<file path="src/rtl/posit_accum_pkg.sv">
// Shared types and constants for the posit sum-reduction sequencer.
// Latency: n/a (types and constants only).
// Backpressure: n/a.
package posit_accum_pkg;

   // Sequencer phases: pipeline warm-up after reset, accepting input,
   // draining the adder, presenting the packet sum.
   typedef enum logic [1:0] {
      WARM   = 2'd0,
      ACCUM  = 2'd1,
      FLUSH  = 2'd2,
      OUTPUT = 2'd3
   } state_t;

   localparam int POSIT_N       = 8;
   localparam int POSIT_ADD_LAT = 8;

   // Not-a-Real encoding for 8-bit posits.
   localparam logic [7:0] POSIT8_NAR = 8'h80;

endpackage

</file>
<file path="src/rtl/posit_accum_seq_8.sv">
// Streaming sum-reduction sequencer around an 8-bit posit adder pipeline.
// Latency: 1-element packet out 2 cycles after accept; 2-element packet out ADD_LAT+3 after first accept.
// Backpressure: in_ready low outside ACCUM; output sum held on out_valid until out_ready.
//
// Ports:
//   aclk, reset                       clock, asynchronous active-high reset
//   in_valid/in_data/in_last/in_ready input posit stream, one packet at a time
//   add_in1/add_in2/add_start         operand pair issued to the adder
//   add_result/add_done               sum returning from the adder
//   out_valid/out_data/out_count/out_ready  packet sum and element count
//   err                               sticky: adder result arrived with nothing in flight
module posit_accum_seq_8
   import posit_accum_pkg::*;
#(
   parameter int N       = POSIT_N,
   parameter int ADD_LAT = POSIT_ADD_LAT,
   parameter int CNT_W   = 16
) (
   input  logic             aclk,
   input  logic             reset,
   input  logic             in_valid,
   input  logic [N-1:0]     in_data,
   input  logic             in_last,
   output logic             in_ready,
   output logic [N-1:0]     add_in1,
   output logic [N-1:0]     add_in2,
   output logic             add_start,
   input  logic [N-1:0]     add_result,
   input  logic             add_done,
   output logic             out_valid,
   output logic [N-1:0]     out_data,
   output logic [CNT_W-1:0] out_count,
   input  logic             out_ready,
   output logic             err
);

   localparam int IF_W = $clog2(ADD_LAT) + 1;
   localparam logic [IF_W-1:0] WARM_LAST = IF_W'(ADD_LAT - 1);

   state_t            state_q, state_d;
   logic [IF_W-1:0]   warm_cnt_q;
   logic [N-1:0]      hold_q, hold_d;
   logic              hold_valid_q, hold_valid_d;
   logic [IF_W-1:0]   inflight_q, inflight_d;
   logic              seen_last_q;
   logic [CNT_W-1:0]  elem_cnt_q;
   logic [N-1:0]      out_data_q;
   logic [CNT_W-1:0]  out_count_q;
   logic              err_q;

   logic active;
   logic accept;
   logic r_vld;
   logic h_vld;
   logic spurious;
   logic done_ok;

   // Operand sources are only live while the reduction is running.
   // The adder is never reset, so its done pulses are ignored during
   // warm-up; outside warm-up a pulse with nothing in flight is stale.
   assign active   = (state_q == ACCUM) || (state_q == FLUSH);
   assign accept   = in_valid && in_ready;
   assign r_vld    = add_done && active && (inflight_q != '0);
   assign spurious = add_done && (state_q != WARM) && (inflight_q == '0);
   assign h_vld    = hold_valid_q && active;

   // A single value left in hold, nothing in the adder and nothing
   // arriving this cycle means the reduction is complete.
   assign done_ok  = (state_q == FLUSH) && seen_last_q && hold_valid_q &&
                     (inflight_q == '0) && !add_done;

   // ---------------------------------------------------------------
   // State register
   // ---------------------------------------------------------------
   always_ff @(posedge aclk or posedge reset) begin
      if (reset) begin
         state_q <= WARM;
      end else begin
         state_q <= state_d;
      end
   end

   // ---------------------------------------------------------------
   // Next state and handshake outputs
   // ---------------------------------------------------------------
   always_comb begin
      state_d   = state_q;
      in_ready  = 1'b0;
      out_valid = 1'b0;
      case (state_q)
         WARM: begin
            if (warm_cnt_q == WARM_LAST) begin
               state_d = ACCUM;
            end
         end
         ACCUM: begin
            in_ready = 1'b1;
            if (in_valid && in_last) begin
               state_d = FLUSH;
            end
         end
         FLUSH: begin
            if (done_ok) begin
               state_d = OUTPUT;
            end
         end
         OUTPUT: begin
            out_valid = 1'b1;
            if (out_ready) begin
               state_d = ACCUM;
            end
         end
         default: state_d = WARM;
      endcase
   end

   // ---------------------------------------------------------------
   // Operand selection. With at most three candidates (returned sum,
   // new input, held value) and one issue slot per cycle, hold never
   // needs more than one entry, so input is never stalled in ACCUM.
   // ---------------------------------------------------------------
   always_comb begin
      add_start    = 1'b0;
      add_in1      = '0;
      add_in2      = '0;
      hold_d       = hold_q;
      hold_valid_d = hold_valid_q;
      case ({r_vld, accept, h_vld})
         3'b111, 3'b110: begin
            add_start = 1'b1;
            add_in1   = add_result;
            add_in2   = in_data;
         end
         3'b101: begin
            add_start    = 1'b1;
            add_in1      = add_result;
            add_in2      = hold_q;
            hold_valid_d = 1'b0;
         end
         3'b011: begin
            add_start    = 1'b1;
            add_in1      = in_data;
            add_in2      = hold_q;
            hold_valid_d = 1'b0;
         end
         3'b100: begin
            hold_d       = add_result;
            hold_valid_d = 1'b1;
         end
         3'b010: begin
            hold_d       = in_data;
            hold_valid_d = 1'b1;
         end
         default: begin
            hold_d       = hold_q;
            hold_valid_d = hold_valid_q;
         end
      endcase
      if (done_ok) begin
         hold_valid_d = 1'b0;
      end
   end

   always_comb begin
      inflight_d = inflight_q;
      case ({add_start, r_vld})
         2'b10:   inflight_d = inflight_q + IF_W'(1);
         2'b01:   inflight_d = inflight_q - IF_W'(1);
         default: inflight_d = inflight_q;
      endcase
   end

   // ---------------------------------------------------------------
   // Datapath and counters
   // ---------------------------------------------------------------
   always_ff @(posedge aclk or posedge reset) begin
      if (reset) begin
         warm_cnt_q   <= '0;
         hold_q       <= '0;
         hold_valid_q <= 1'b0;
         inflight_q   <= '0;
         seen_last_q  <= 1'b0;
         elem_cnt_q   <= '0;
         out_data_q   <= '0;
         out_count_q  <= '0;
         err_q        <= 1'b0;
      end else begin
         if (state_q == WARM) begin
            warm_cnt_q <= warm_cnt_q + IF_W'(1);
         end
         hold_q       <= hold_d;
         hold_valid_q <= hold_valid_d;
         inflight_q   <= inflight_d;
         if (spurious) begin
            err_q <= 1'b1;
         end
         if (done_ok) begin
            out_data_q  <= hold_q;
            out_count_q <= elem_cnt_q;
            seen_last_q <= 1'b0;
            elem_cnt_q  <= '0;
         end else if (accept) begin
            if (elem_cnt_q != '1) begin
               elem_cnt_q <= elem_cnt_q + CNT_W'(1);
            end
            if (in_last) begin
               seen_last_q <= 1'b1;
            end
         end
      end
   end

   assign out_data  = out_data_q;
   assign out_count = out_count_q;
   assign err       = err_q;

endmodule

</file>
<file path="config.mk">
export PLATFORM = sky130hd
export DESIGN_NAME = posit_accum_seq_8
export DESIGN_NICKNAME = d
export VERILOG_FILES = /design/src/rtl/posit_accum_pkg.sv /design/src/rtl/posit_accum_seq_8.sv
export SDC_FILE = /design/constraint.sdc
export NUM_CORES = 1
export LEC_CHECK = 0
export ABC_CLOCK_PERIOD_IN_PS = 2700
export CORE_MARGIN = 2
export CORE_UTILIZATION = 45
export CTS_CLUSTER_DIAMETER = 30
export DETAILED_ROUTE_END_ITERATION = 10
export PLACE_DENSITY = 0.74
export SYNTH_ARGS = -nofsm -noshare
export SYNTH_HDL_FRONTEND = slang
export SYNTH_SLANG_ARGS = --single-unit
</file>
<file path="constraint.sdc">
create_clock -name aclk -period 2.7 [get_ports aclk]
set_clock_uncertainty 0.1 [all_clocks]
set_input_delay 0.54 -clock aclk [delete_from_list [all_inputs] [get_ports aclk]]
set_output_delay 0.54 -clock aclk [all_outputs]
set_load 0.02 [all_outputs]
</file>
# Word-level counts from Yosys, hierarchy flattened
# Index checks and enable logic that the tools add are counted.
word_totals:
  output_inout_bits: 44
  inputBits: 22
  elab_cells: 82
  reg_bits: 61
classes:
  eq_ne: 17
  n_mux: 20
  reduce_logical: 31
  n_addsub: 4
op_table:
  columns: ["cell", "n"]
  rows:
  - ["2-to-1 mux 16 bit", 3]
  - ["one-hot mux 8 bit (2 select lines)", 3]
  - ["adder 16 x 1 -> 16 bit (second input constant)", 1]
  - ["!= test 16 bit (second input constant)", 1]
  - ["equality test 3 bit (second input constant)", 4]
  - ["nonzero test 2 bit", 6]
  - ["logical AND 1 bit", 11]
  - ["adder 4 x 1 -> 4 bit (second input constant)", 2]
  - ["2-to-1 mux 2 bit", 4]
  - ["one-hot mux 2 bit (4 select lines)", 1]
  - ["one-hot mux 4 bit (2 select lines)", 1]
  - ["2-to-1 mux 1 bit", 7]
  - ["equality test 2 bit (second input constant)", 3]
  - ["equality test 3 x 2 -> 1 bit (second input constant)", 2]
  - ["!= test 2 bit (second input constant)", 3]
  - ["OR reduction 2 bit", 3]
  - ["equality test 2 x 1 -> 1 bit (second input constant)", 2]
  - ["equality test 4 x 3 -> 1 bit (second input constant)", 1]
  - ["zero test 4 bit", 1]
  - ["AND reduction 2 bit", 2]
  - ["AND reduction 4 bit", 1]
  - ["nonzero test 4 bit", 1]
  - ["OR reduction 4 bit", 1]
  - ["subtractor 4 x 1 -> 4 bit (second input constant)", 1]
  - ["other kinds (7)", 7]

# Depth between registers and ports, before layout
# Gate-level depths: netlist of the first run.
logic_depth:
  ltp_word: 9
  mapped_depth: 14
  mapped_depth_nobuf: 14

# Worst setup path after synthesis of the first run
# OpenSTA, ideal clock, no wires.
synth_path:
  path_kind: "register to register"
  start: "reg inflight_q[0]"
  end: "reg inflight_q[2]"
  slack_ns: -0.150
  t_arrival_ns: 2.621
  period_less_slack_ns: 2.850
  required_time_ns: 2.471
  path_stages_with_launch: 13
  cell_sequence: "dfrtp_1 or4_4 nand2_1 inv_1 o21ai_0 a21boi_0 ha_1 xor2_1 ha_1 a21oi_1 xor2_1 nor2_1 xor2_1"
synth_via:
  elab_chain_cells: 7
  word_cells_on_any_way: 14
  cone_classes: "add/sub (2); eq/ne (6); mux (2); reduce/logical (4)"
synth_rtl:
  columns: ["element", "line_no", "rtl"]
  rows:
  - ["from (decl)", "posit_accum_seq_8.sv:44", "logic [IF_W-1:0] inflight_q, inflight_d;"]
  - ["from (signal assigned)", "posit_accum_seq_8.sv:193", "inflight_q <= inflight_d;"]
  - ["nonzero test 4 bit", "posit_accum_seq_8.sv:63", "assign r_vld = add_done && active && (inflight_q != '0);"]
  - ["logical AND 1 bit", "posit_accum_seq_8.sv:63", null]
  - ["equality test 3 x 2 -> 1 bit or equality test 3 bit (tied branches)", "posit_accum_seq_8.sv:128", "case ({r_vld, accept, h_vld})"]
  - ["OR reduction 4 bit (no line)", null, null]
  - ["2-to-1 mux 1 bit", "posit_accum_seq_8.sv:128", null]
  - ["equality test 2 x 1 -> 1 bit or equality test 2 bit (tied branches)", "posit_accum_seq_8.sv:166", "case ({add_start, r_vld})"]
  - ["one-hot mux 4 bit (2 select lines) or nonzero test 2 bit (tied branches)", null, null]
# Parallel ways exist; a longest one is shown, timed or not.
# A chain may end at the register's enable or synchronous reset.

# Worst setup path after layout of the first run
layout_path:
  start: "reg inflight_q[3]"
  end: "out add_in2[2]"
layout_via:
  elab_chain_cells: 5
  word_cells_on_any_way: 9
  cone_classes: "eq/ne (4); mux (1); reduce/logical (4)"
layout_rtl:
  columns: ["element", "line_no", "rtl"]
  rows:
  - ["nonzero test 4 bit (*)", "posit_accum_seq_8.sv:63", null]
  - ["logical AND 1 bit (*)", "posit_accum_seq_8.sv:63", null]
  - ["equality test 3 x 2 -> 1 bit or equality test 3 bit (tied branches)", "posit_accum_seq_8.sv:128", null]
  - ["OR reduction 2 bit (no line)", null, null]
  - ["one-hot mux 8 bit (2 select lines) (*)", "posit_accum_seq_8.sv:128", null]
  - ["to (decl)", "posit_accum_seq_8.sv:26", "output logic [N-1:0] add_in2,"]
# Mark *: on every way between the ends. The rest lies on a longest branch, timed or not.

==> results of run 1 <==
## final timing paths
kind                                from  slack, ns            end  depth (start not counted)
max in group asynchronous          reset       1.51  elem_cnt_q[3]                          3
min                        out_count[10]       0.36  out_count[10]                          2
min in group asynchronous          reset       0.41   hold_valid_q                          2
max reg2reg                inflight_q[3]       0.05  inflight_q[2]                         12
max                        inflight_q[3]       0.02     add_in2[2]                          6
min reg2reg                out_count[10]       0.36  out_count[10]                          2
## power breakdown
| part | internal (W) | switching [W] |
|---|---|---|
| registers | 0.00122 | 0.000271 |
| clock network | 0.000468 | 0.000356 |
| logic | 0.00128 | 0.00128 |
| total | 0.00297 | 0.00191 |
## cells in the final DEF (no fill, tap or decap), drive strengths merged, types with 2 or more instances in the layout
master         count
o21ai             11
o31ai              4
a21o               8
and3b              2
buf               62
a211oi             2
a31oi              3
a21oi             18
clkbuf            12
nor2               5
inv                5
nand4              8
mux2               3
nor3               3
nand3              7
dfrtp             61
clkinv             2
nor4               6
xnor2              6
a22o              24
or4                6
ha                 9
or3                9
nor2b              5
xor2               5
nand2             88
and2               4
clkdlybuf4s50     47
## stage by stage
step	total power, W	instances
after floorplan	0.00275	323
after detailed placement	0.00372	509
final	0.00487	537
after global placement	0.00364	509
after global routing	0.00517	537
after CTS	0.00468	533
## sequential cells by signal (all words and copies together), names as in the netlist
signal	count
elem_cnt_q	16
err	1
hold_q	8
hold_valid_q	1
inflight_q	4
out_count	16
out_data	8
seen_last_q	1
state_q	2
warm_cnt_q	4
## final cells by class
| cell class | count | area share |
|---|---|---|
| clock buffer | 11 | 0.0330 |
| clock inverter | 4 | 0.0104 |
| inverter | 5 | 0.00409 |
| multi-input combinational | 249 | 0.377 |
| sequential | 61 | 0.333 |
| tap | 96 | 0.0262 |
| timing repair buffer | 111 | 0.216 |
## critical path: cells and delay by family, from the launching register on
kind                   cells  cell delay, ns
AND/OR/NAND/NOR            2            0.71
buffers and inverters      2            0.31
flip-flops                 1            0.38
AO/OA/AOI/OAI              2            0.29
## logic make-up after synthesis
logic type / count (synthesis) / synth area share
AO/OA/AOI/OAI: 76 / 0.175
XOR/XNOR: 11 / 0.0302
adder cells (fa/ha/maj): 9 / 0.0353
buffers and inverters: 14 / 0.0181
multiplexers: 3 / 0.0106
flip-flops: 61 / 0.479
AND/OR/NAND/NOR: 149 / 0.252
## what timing repair did
action | in CTS | in global routing
buffers inserted | 8 | 4
pin swaps | 4 | 17
gates cloned | 1 | 0
setup endpoints to repair | 19 | 20
hold endpoints to repair | 0 | 0
resized for setup | 86 | 31
## per-layer routing
metal / vias up / wire [microns]
li1: 1405 / -
met5: - / 0
met4: 0 / 195
met1: 1396 / 3670
met3: 20 / 291
met2: 83 / 4220
==> results.md, run 1 <==
- Status: finished clean
- Met3 Track Usage GR: 0.0443
- Skew-Pair Late Insertion Delay: 0.34 ns
- Final setup vio count: 0
- Syn Nets: 354
- Post-layout util: 0.671
- Setup TNS: 0 ns
- Worst hold slack: 0.364 ns
- Seq/Total Area, Yosys: 0.479
- Hold-fix buffers at CTS: 0
- Dpl hpwl: 5640 microns
- Data arrival time of the worst path: 2.04 ns
- Mapped Cells: 323
- Placed inst area: 4200 sq um
- Final worst-path cycle share: 0.992
- # diodes: 0
- Vias in the first global route: 2833
- Initial antenna violation count: 0
- WP data required: 2.06 ns
- Crit path kind: flop to output port
- Remaining global-route overflow: 0
- Setup Slack @ Placement: -0.583 ns
- CP Launch Type: flop
- Grt met2 use: 0.344
- Worst Hold Class: flop to flop
- CTS sink count: 61
- Final ANT Viol Nets: 0
- Final setup margin: 0.0203 ns
- Yosys warns: 0
- Placer Congestion: 0.839
- Core region area: 6830 sq um
- Netlist cell types: 50
- Critical Path Fanout Max: 3
- EDFF count, synth: 0
- Max Transition Viols Final: 0
- Post-route DRC: 0
- Horiz. Die Dim: 88.2 microns
- Die height: 88.2 microns
- Fin nets: 468
- Static Leak: 2.11 nW
- Final hold viol count: 0
- Synth top area share: 0.479
- Crit. End Element: output port
- Post-Route WL: 8380 microns
- Vias: 2904
- Max rail drop VDD: 0.704 mV
- Die area: 7770 sq um
- I/O Buffers: 65
- Largest net degree at the start of global routing: 46
- Layout cell share with drive strength beyond 1: 0.272
- Grt met1 use: 0.291
- I/O pin count: 66
- Most Crowded Layer GR: met2
- Least-Margin Pin Slew: 0.414 ns
- Synth Flop Type: dfrtp_1
- P&R area growth vs syn: 43.8%
- DR pass1 iterations: 4
- Finished Cell Area: 4580 sq um
- # Max-Cap Violations: 0
- Area occupied by multi-input gates: 1730 sq um
- Critical path's slowest cell: or4_4
- Fmax: 373 MHz
- Register area: 1530 sq um
- Largest cells by area after synthesis: dfrtp_1 (48%), nand2_1 (10%), a22o_1 (6.6%), ha_1 (3.5%), a21oi_1 (2.5%)
- Synth Register Bits: 61
- CTS buffer count: 9
- Cell area after synthesis: 3190 sq um
- Count leader, synth: nand2_1
- Aggregate global-route resource usage: 0.219
- Critical path, cell by cell: or4_4 > nand3_4 > a21oi_4 > buf_4 > a22o_1 > buf_2
- CP peak stage delay: 0.59 ns
- Slew HR: 0.724
- Core Rows: 30
- Routed wire length per instance: 15.6 microns
- Clock-pin slew on the worst setup and hold paths: 0.07 ns
- 1st-iter DRT viols: 172
- RSZ-0062 raised after global routing: true
- Global-route wire length before repair: 13100 microns
- Syn avg cell area: 9.87 sq um
- Ys async rst share: 1.00
- Area leader, netlist: dfrtp_1
- Pwr/cell area: 1060 nW/um^2
- CTS root buf: clkbuf_8
- CTS tree: yes
- Clk buf depth: 2
- H-tree levels: 3
- Synth cell count leaders: nand2_1 (88), dfrtp_1 (61), a22o_1 (24)
- # fillers: 563
- Tmin final: 2.68 ns
- Initial Utilization: 0.467
- Vias per cell: 5.41
Power figures use the tool's default switching activity.
==> inputs of run 2 (changes only) <==
- CAP_MARGIN: default -> 10
==> results of run 2 <==
No change in the layout: final DEF, timing and power equal those of run 1.
